### src/rtl/ysub_serial.sv
// Bit-serial 32-bit subtractor: z = a - b, computed LSB-first as a + ~b + 1, one bit per clock.
// Optional build macro YSUB_OVF_EN adds the signed-overflow output ovf.
module ysub_serial (
  input  logic        clk,
  input  logic        reset,
  input  logic        start,
  input  logic [31:0] a,
  input  logic [31:0] b,
  output logic [31:0] z,
  output logic        cout,
  output logic        busy,
`ifdef YSUB_OVF_EN
  output logic        ovf,
`endif
  output logic        done
);

  typedef enum logic [1:0] {
    IDLE = 2'd0,
    RUN  = 2'd1,
    DONE = 2'd2
  } state_t;

  state_t      state_reg;
  state_t      state_next;
  logic [31:0] a_reg;
  logic [31:0] b_reg;
  logic [31:0] z_reg;
  logic        carry_reg;
  logic        cout_reg;
  logic [4:0]  cnt_reg;
  logic        accept;
  logic        last_step;
  logic        a_bit;
  logic        nb_bit;
  logic        sum_bit;
  logic        carry_next;
`ifdef YSUB_OVF_EN
  logic        ovf_reg;
`endif

  always_comb begin
    state_next = state_reg;
    accept     = 1'b0;
    case (state_reg)
      IDLE: begin
        if (start) begin
          accept     = 1'b1;
          state_next = RUN;
        end
      end
      RUN: begin
        if (cnt_reg == 5'd31) begin
          state_next = DONE;
        end
      end
      DONE: begin
        if (start) begin
          accept     = 1'b1;
          state_next = RUN;
        end else begin
          state_next = IDLE;
        end
      end
      default: state_next = IDLE;
    endcase
  end

  // One full-adder step on the current bit of a and the inverted bit of b.
  assign a_bit      = a_reg[cnt_reg];
  assign nb_bit     = ~b_reg[cnt_reg];
  assign sum_bit    = a_bit ^ nb_bit ^ carry_reg;
  assign carry_next = (a_bit & nb_bit) | (a_bit & carry_reg) | (nb_bit & carry_reg);
  assign last_step  = (state_reg == RUN) && (cnt_reg == 5'd31);

  always_ff @(posedge clk) begin
    if (reset) begin
      state_reg <= IDLE;
      a_reg     <= 32'd0;
      b_reg     <= 32'd0;
      z_reg     <= 32'd0;
      carry_reg <= 1'b0;
      cout_reg  <= 1'b0;
      cnt_reg   <= 5'd0;
`ifdef YSUB_OVF_EN
      ovf_reg   <= 1'b0;
`endif
    end else begin
      state_reg <= state_next;
      if (accept) begin
        a_reg     <= a;
        b_reg     <= b;
        carry_reg <= 1'b1;
        cnt_reg   <= 5'd0;
      end else if (state_reg == RUN) begin
        // Sum bits enter at the MSB so bit 0 lands at z[0] after 32 shifts.
        z_reg     <= {sum_bit, z_reg[31:1]};
        carry_reg <= carry_next;
        cnt_reg   <= cnt_reg + 5'd1;
        if (last_step) begin
          cout_reg <= carry_next;
`ifdef YSUB_OVF_EN
          ovf_reg  <= (a_reg[31] != b_reg[31]) && (sum_bit != a_reg[31]);
`endif
        end
      end
    end
  end

  assign z    = z_reg;
  assign cout = cout_reg;
  assign busy = (state_reg == RUN);
  assign done = (state_reg == DONE);
`ifdef YSUB_OVF_EN
  assign ovf  = ovf_reg;
`endif

endmodule

### config.mk
export PLATFORM = sky130hd
export DESIGN_NAME = ysub_serial
export DESIGN_NICKNAME = d
export VERILOG_FILES = /design/src/rtl/ysub_serial.sv
export SDC_FILE = /design/constraint.sdc
export NUM_CORES = 1
export LEC_CHECK = 0
export CAP_MARGIN = 0
export CORE_ASPECT_RATIO = 1.2
export CORE_MARGIN = 5
export CORE_UTILIZATION = 53
export DETAILED_ROUTE_END_ITERATION = 10
export HOLD_SLACK_MARGIN = 0.05
export PLACE_DENSITY = 0.91
export SYNTH_ARGS = -nofsm -noshare
export SYNTH_HDL_FRONTEND = slang
export SYNTH_SLANG_ARGS = --single-unit
### constraint.sdc
create_clock -name clk -period 3.65 [get_ports clk]
set_input_delay 0.9125 -clock clk [delete_from_list [all_inputs] [get_ports clk]]
set_output_delay 0.9125 -clock clk [all_outputs]
set_load 0.02 [all_outputs]
==> impl_metrics.py, run 1 <==
metrics = {
    "status": {
        "run_status": "finished, final reports clean",
    },
    "finish": {
        "area_delta_synth_final_pct": 27.5,
        "layout.cell_area.non_filler_sq_um": 5440,
        "register_area_sq_um": 2100,
        "multi_input_area_sq_um": 1950,
        "drive_gt1_share_pct": 4.72,
        "fillCellCount": 587,
        "num-nets-final": 658,
        "antenna-diode-count": 0,
    },
    "setup_path": {
        "worst-endpoint-required_ns": 3.94,
        "timing_worst_setup_path_type": "reg2reg",
        "timing.critical_path.from_type": "register",
        "timing.critical_path.fanout_max": 21,
        "critical_path_arrival_ns": 3.03,
        "endpoint_kind": "register",
    },
    "clocking": {
        "clock_latency_ns": 0.37,
        "clock_path_buffers": 2,
        "cts.repair.resized": 0,
        "tritoncts": "built",
        "cts_setup_buffers": 0,
        "tritoncts.num_buffers": 9,
        "clock_tree.htree_level_count": 3,
        "path_clk_slew_ns": 0.10,
        "clock_sink_count": 105,
        "hold_bufs_at_cts": 0,
        "cts_root_buf": "clkbuf_8",
    },
    "logic_synthesis": {
        "synth_fp_nets": 581,
        "netlist_instances": 511,
        "synth_async_sr_flop_share_pct": 0,
        "syn-mean-instance-area_sq_um": 8.34,
        "synth.yosys.seq_area_share_pct": 49.3,
        "yosysWarningCount": 0,
        "synth_edf_count": 0,
        "syn_area_sq_um": 4260,
        "most_used_flip_flop_cell_after_synthesis": "dfxtp_1",
        "ys_seq_elements": 105,
        "yosysUniqueCellTypes": 35,
    },
    "global_routing": {
        "grt_overflow_total": 0,
        "grt_util_met3_pct": 2.92,
        "grt_antenna_before_repair": 0,
        "first_pass_grt_wire_length_um": 16500,
        "grt_max_degree": 72,
        "first_global_vias": 3621,
        "globalRouteMet1Util_pct": 23.7,
        "gr-max-usage-layer": "met2",
        "grt_met2_use_pct": 38.3,
        "track_usage_pct": 20.4,
    },
    "timing": {
        "timing.final.crit_share_pct": 75.0,
        "slew_headroom_pct": 33.4,
        "fin_crit_ns": 2.74,
        "report.final.setup_viol": 0,
        "maxClockFrequency_mhz": 365,
        "tns_ns": 0,
        "transition_time_at_the_pin_with_the_least_slew_margin_ns": 0.998,
        "finalHoldViolCount": 0,
        "slew_viol_final": 0,
        "grt_setup_unrepaired": "false",
        "final.setup_skew_ns": 0.0148,
    },
    "pwr": {
        "power_leakage_nw": 1.91,
        "power_mw": 2.24,
        "peakVddDrop_mv": 0.241,
        "power_density_nw_per_um2": 411,
    },
    "drt": {
        "routed_wl_um": 10100,
        "wl_per_cell_um": 14.7,
        "route.detailed.vias_per_inst": 5.43,
        "route.antenna.remaining_nets": 0,
        "route.vias.total": 3720,
        "post_route_drc": 0,
        "drtIter0Drc": 229,
        "drt_pre_antenna_iters": 4,
    },
    "placement": {
        "dp_hpwl_um": 7180,
        "placement.cell_area_sq_um": 5230,
        "place.port_buffers": 101,
        "routabilityCongestion": 0.854,
    },
    "floorplanning": {
        "io-pin-count": 102,
        "floorplan.core_area_sq_um": 7750,
        "die_area_sq_um": 9950,
        "initial_core_util_pct": 55.0,
        "fp.dieW_um": 91.9,
        "floorplan.die.height_um": 108,
        "std_cell_rows": 35,
    },
    "min_path": {
        "min-delay-path-class": "reg2reg",
    },
    "flow_run": {
        "maxCapViolations": 0,
    },
}
==> synthesized netlist by cell type (2+ instances only) <==
master / n / share of area, %
nor2b_1: 3 / 0.44
dfxtp_1: 105 / 49
clkbuf_1: 26 / 2.3
a311oi_1: 3 / 0.62
nor2_1: 6 / 0.53
nand2b_1: 2 / 0.29
a31oi_1: 2 / 0.29
mux4_1: 7 / 4.3
nand2_1: 192 / 17
buf_6: 4 / 1.1
a21oi_1: 96 / 11
nor3_1: 6 / 0.70
a221oi_1: 4 / 0.82
xor2_1: 2 / 0.41
ha_1: 2 / 0.59
buf_2: 9 / 1.1
o22ai_1: 2 / 0.29
inv_1: 2 / 0.18
mux2i_1: 18 / 4.2
a211oi_1: 2 / 0.35
o21ai_0: 4 / 0.47
==> final timing paths <==
check	startpoint	to	slack [ns]	cells after the start
min	a_reg[6]	a_reg[6]	0.46	2
max reg2reg	cnt_reg[1]	z[31]	0.91	6
min reg2reg	a_reg[6]	a_reg[6]	0.46	2
max	cnt_reg[1]	z[31]	0.91	6
==> layer usage <==
| metal | part of all wire, % | vias up | wire, um |
|---|---|---|---|
| met5 | 0 | - | 0 |
| met4 | 1.1 | 0 | 114 |
| met3 | 5.1 | 11 | 515 |
| met2 | 53 | 122 | 5360 |
| met1 | 40 | 1728 | 4070 |
| li1 | - | 1859 | - |
==> placed cells by master, fill, tap and decap left out, types with 2 or more instances in the layout <==
cell / Yosys / layout
a311oi_1: 3 / 3
nand2_1: 192 / 192
o21ai_0: 4 / 4
nor3_1: 6 / 6
nor2_1: 6 / 6
xor2_1: 2 / 2
ha_1: 2 / 2
clkinvlp_4: 0 / 2
o22ai_1: 2 / 2
clkdlybuf4s50_1: 0 / 100
a31oi_1: 2 / 2
mux2i_1: 18 / 18
inv_6: 0 / 2
a21oi_1: 96 / 96
mux4_1: 7 / 7
dfxtp_1: 105 / 105
clkbuf_8: 0 / 9
a211oi_1: 2 / 2
buf_4: 1 / 6
a221oi_1: 4 / 4
inv_1: 2 / 2
nor2b_1: 3 / 2
==> worst max-delay path, stage by stage, from the launching register on <==
cell      delay, ns
dfxtp_1        0.99
nor2_1         0.26
a221oi_1       0.36
o21ai_0        0.14
a22oi_1        0.27
fa_1           0.45
a211oi_1       0.19
==> cells by family (layout without fill, tap and decap cells) <==
family / count (synthesis) / in the layout / synth area share [%]
XOR/XNOR: 3 / 3 / 0.616
flip-flops: 105 / 105 / 49.3
adder cells (fa/ha/maj): 3 / 3 / 1.06
AO/OA/AOI/OAI: 117 / 117 / 15.1
multiplexers: 26 / 26 / 9.07
buffers and inverters: 44 / 126 / 5.31
AND/OR/NAND/NOR: 213 / 213 / 19.6
==> per-stage QoR <==
stage               cells  setup slack, ns  utilization [%]  hold WS, ns
finish                685            0.913             70.1        0.463
global route          685            0.655             70.1        0.482
floorplan             511             1.60                -        0.432
global placement      669             1.09             67.4        0.438
detailed placement    669             1.00             67.4        0.448
CTS                   685            0.971             70.1        0.462
==> cell type report <==
| type | instances | share of cell area, % |
|---|---|---|
| clock inverter | 7 | 1.61 |
| tap | 92 | 2.12 |
| multi-input combinational | 362 | 35.8 |
| clock buffer | 9 | 2.28 |
| timing repair buffer | 107 | 19.3 |
| sequential | 105 | 38.7 |
| inverter | 3 | 0.207 |
==> power breakdown <==
group | internal, mW | switching, mW | leakage, nW
logic | 0.128 | 0.133 | 0.953
registers | 1.19 | 0.0335 | 0.857
clock network | 0.329 | 0.419 | 0.0992
(Power assumes the default switching activity.)
==> run 2: changes to the inputs <==
--- a/config.mk
+++ b/config.mk
@@ -8,10 +8,10 @@
 export CAP_MARGIN = 0
 export CORE_ASPECT_RATIO = 1.2
 export CORE_MARGIN = 5
-export CORE_UTILIZATION = 53
+export CORE_UTILIZATION = 49
 export DETAILED_ROUTE_END_ITERATION = 10
 export HOLD_SLACK_MARGIN = 0.05
-export PLACE_DENSITY = 0.91
+export PLACE_DENSITY = 0.86
 export SYNTH_ARGS = -nofsm -noshare
 export SYNTH_HDL_FRONTEND = slang
 export SYNTH_SLANG_ARGS = --single-unit
==> constraint.sdc (replaced) <==
create_clock -name clk -period 2.9 [get_ports clk]
set_input_delay 0.725 -clock clk [delete_from_list [all_inputs] [get_ports clk]]
set_output_delay 0.725 -clock clk [all_outputs]
set_load 0.02 [all_outputs]
==> run 2 against run 1 <==
Setup slack got worse by 0.48 ns. Critical endpoint unchanged. Critical path depth shrank 1. Routed wire length fell by 1.8%. Core utilization down 5.0 points. Final cell count is 4.2% higher. Sequential share of layout area is 0.80 points lower. Highest routed layer unchanged. Design area grew 2.1%.
==> impl_metrics.py, run 2 (synthesis gave the netlist of run 1 again) <==
metrics = {
    "pwr": {
        "power_leakage_nw": 1.96,
        "peakVddDrop_mv": 0.300,
        "net-switching-power_uw": 705,
        "power.clock.fraction_pct": 34.5,
        "switching_share_pct": 24.5,
        "combinationalPowerShare_pct": 12.0,
        "power_density_nw_per_um2": 518,
        "share_seq_of_total_power_pct": 53.5,
        "power_report.internal_total_mw": 2.17,
    },
    "finish": {
        "most-common-layout-cells": "nand2_1, dfxtp_1, clkdlybuf4s50_1, a21oi_1, mux2i_1",
        "most_common_library_cell_in_the_layout_ignoring_fill_and_taps": "nand2_1",
        "antenna-diode-count": 0,
        "multi_input_area_sq_um": 1950,
        "drive_gt1_share_pct": 5.36,
        "layout.cell_area.non_filler_sq_um": 5550,
        "area_delta_synth_final_pct": 30.2,
        "num-nets-final": 662,
        "register_area_sq_um": 2100,
        "fillCellCount": 719,
    },
    "clocking": {
        "clock_latency_ns": 0.36,
        "tritoncts.num_buffers": 9,
        "clock_path_buffers": 2,
        "cts.repair.resized": 0,
        "clock_tree.htree_level_count": 3,
        "cts_root_buf": "clkbuf_8",
        "path_clk_slew_ns": 0.09,
        "cts_setup_buffers": 0,
        "tritoncts": "built",
        "hold_bufs_at_cts": 0,
        "clock_sink_count": 105,
    },
    "floorplanning": {
        "std_cell_rows": 37,
        "io-pin-count": 102,
        "fp.dieW_um": 95.2,
        "floorplan.core_area_sq_um": 8520,
        "floorplan.die.height_um": 112,
        "die_area_sq_um": 10700,
        "initial_core_util_pct": 50.1,
    },
    "placement": {
        "dp_hpwl_um": 7330,
        "placement.cell_area_sq_um": 5330,
        "place.port_buffers": 101,
        "routabilityCongestion": 0.811,
    },
    "global_routing": {
        "first_global_vias": 3652,
        "grt_overflow_total": 0,
        "grt_antenna_before_repair": 0,
        "grt_max_degree": 75,
        "track_usage_pct": 18.8,
        "first_pass_grt_wire_length_um": 16400,
    },
    "drt": {
        "route.vias.total": 3713,
        "route.antenna.remaining_nets": 0,
        "routed_wl_um": 9880,
        "drtIter0Drc": 216,
        "drt_pre_antenna_iters": 5,
        "wl_per_cell_um": 13.8,
        "post_route_drc": 0,
        "route.detailed.vias_per_inst": 5.20,
    },
    "setup_path": {
        "regToRegStartpoint": "cnt_reg[0]",
        "endpoint_kind": "register",
        "timing.critical_path.from_type": "register",
        "timing_worst_setup_path_type": "reg2reg",
        "startpoint": "cnt_reg[0]",
        "timing.critical_path.fanout_max": 12,
        "critical_path_arrival_ns": 2.73,
        "worst-endpoint-required_ns": 3.16,
        "r2r.worst_path.cells": 5,
    },
    "status": {
        "run_status": "finished, final reports clean",
    },
    "flow_run": {
        "maxCapViolations": 0,
    },
    "timing": {
        "report.final.setup_viol": 0,
        "fin_crit_ns": 2.47,
        "final.setup_skew_ns": 0.0113,
        "slew_viol_final": 0,
        "slew_headroom_pct": 50.9,
        "finalHoldViolCount": 0,
        "transition_time_at_the_pin_with_the_least_slew_margin_ns": 0.737,
        "timing.final.crit_share_pct": 85.1,
        "maxClockFrequency_mhz": 405,
        "tns_ns": 0,
        "grt_setup_unrepaired": "false",
    },
    "min_path": {
        "hold_path_depth": 2,
        "min-delay-path-class": "reg2reg",
        "hold_path.startpoint": "a_reg[28]",
    },
}
==> run 2: cell types whose count changed in the layout (fill, tap and decap cells not counted) <==
cell        before  now
clkinv_4         1    0
clkinvlp_4       2    1
inv_8            0    1
buf_4            6    8
clkinv_8         1    0
buf_2            1    0
bufinv_16        1    2
clkinv_2         0    1
buf_12           0    3
==> run 2: routing by layer <==
layer	global-route usage [%]	vias to the layer above	wire (um)
li1	-	1872	-
met1	22.9	1730	4030
met2	32.9	94	5230
met3	2.61	17	413
met4	7.70	0	202
met5	0	-	0
==> run 2: path summary, 6_finish.rpt <==
check,slack [ns],end
worst min-delay path,0.46,a_reg[28]
worst max register to register,0.43,z[31]
worst min register to register,0.46,a_reg[28]
worst max-delay path,0.43,z[31]
==> run 2: layout make-up <==
cell class / instances / share of cell area, %
Clock buffer: 9 / 2.23
Clock inverter: 7 / 1.83
Inverter: 3 / 0.203
Multi-Input combinational cell: 362 / 35.0
Sequential cell: 105 / 37.9
Tap cell: 117 / 2.64
Timing Repair Buffer: 111 / 20.2
==> run 2: power groups by stage <==
stage / clock, mW / sequential [mW] / combinational (mW)
3_3_place_gp: 0 / 1.57 / 0.336
5_1_grt: 1.08 / 1.55 / 0.381
6_report: 0.992 / 1.54 / 0.344
3_5_place_dp: 0 / 1.57 / 0.345
4_1_cts: 1.01 / 1.54 / 0.347
2_1_floorplan: 0 / 1.56 / 0.200
==> run 2: per-stage QoR <==
stage	util, %	setup WS, ns	hold slack [ns]	power (mW)	cells
after global routing	65.2	0.290	0.479	3.01	714
after global placement	62.5	0.536	0.442	1.90	698
after detailed placement	62.5	0.423	0.446	1.92	698
final	65.2	0.432	0.458	2.88	714
after floorplan	-	0.851	0.432	1.76	511
after CTS	65.2	0.402	0.459	2.90	714
==> run 2: worst max-delay path, stage by stage, from the launching register on <==
cell      delay [ns]
dfxtp_1         0.64
mux4_1          0.62
a311oi_1        0.28
a22o_1          0.20
fa_1            0.42
a211oi_1        0.22
==> run 3: changes to the inputs <==
--- a/config.mk
+++ b/config.mk
@@ -12,6 +12,7 @@
 export DETAILED_ROUTE_END_ITERATION = 10
 export HOLD_SLACK_MARGIN = 0.05
 export PLACE_DENSITY = 0.86
+export SKIP_LAST_GASP = 1
 export SYNTH_ARGS = -nofsm -noshare
 export SYNTH_HDL_FRONTEND = slang
 export SYNTH_SLANG_ARGS = --single-unit
==> results of run 3 <==
The final DEF is identical to that of run 2; final timing and power are the same.
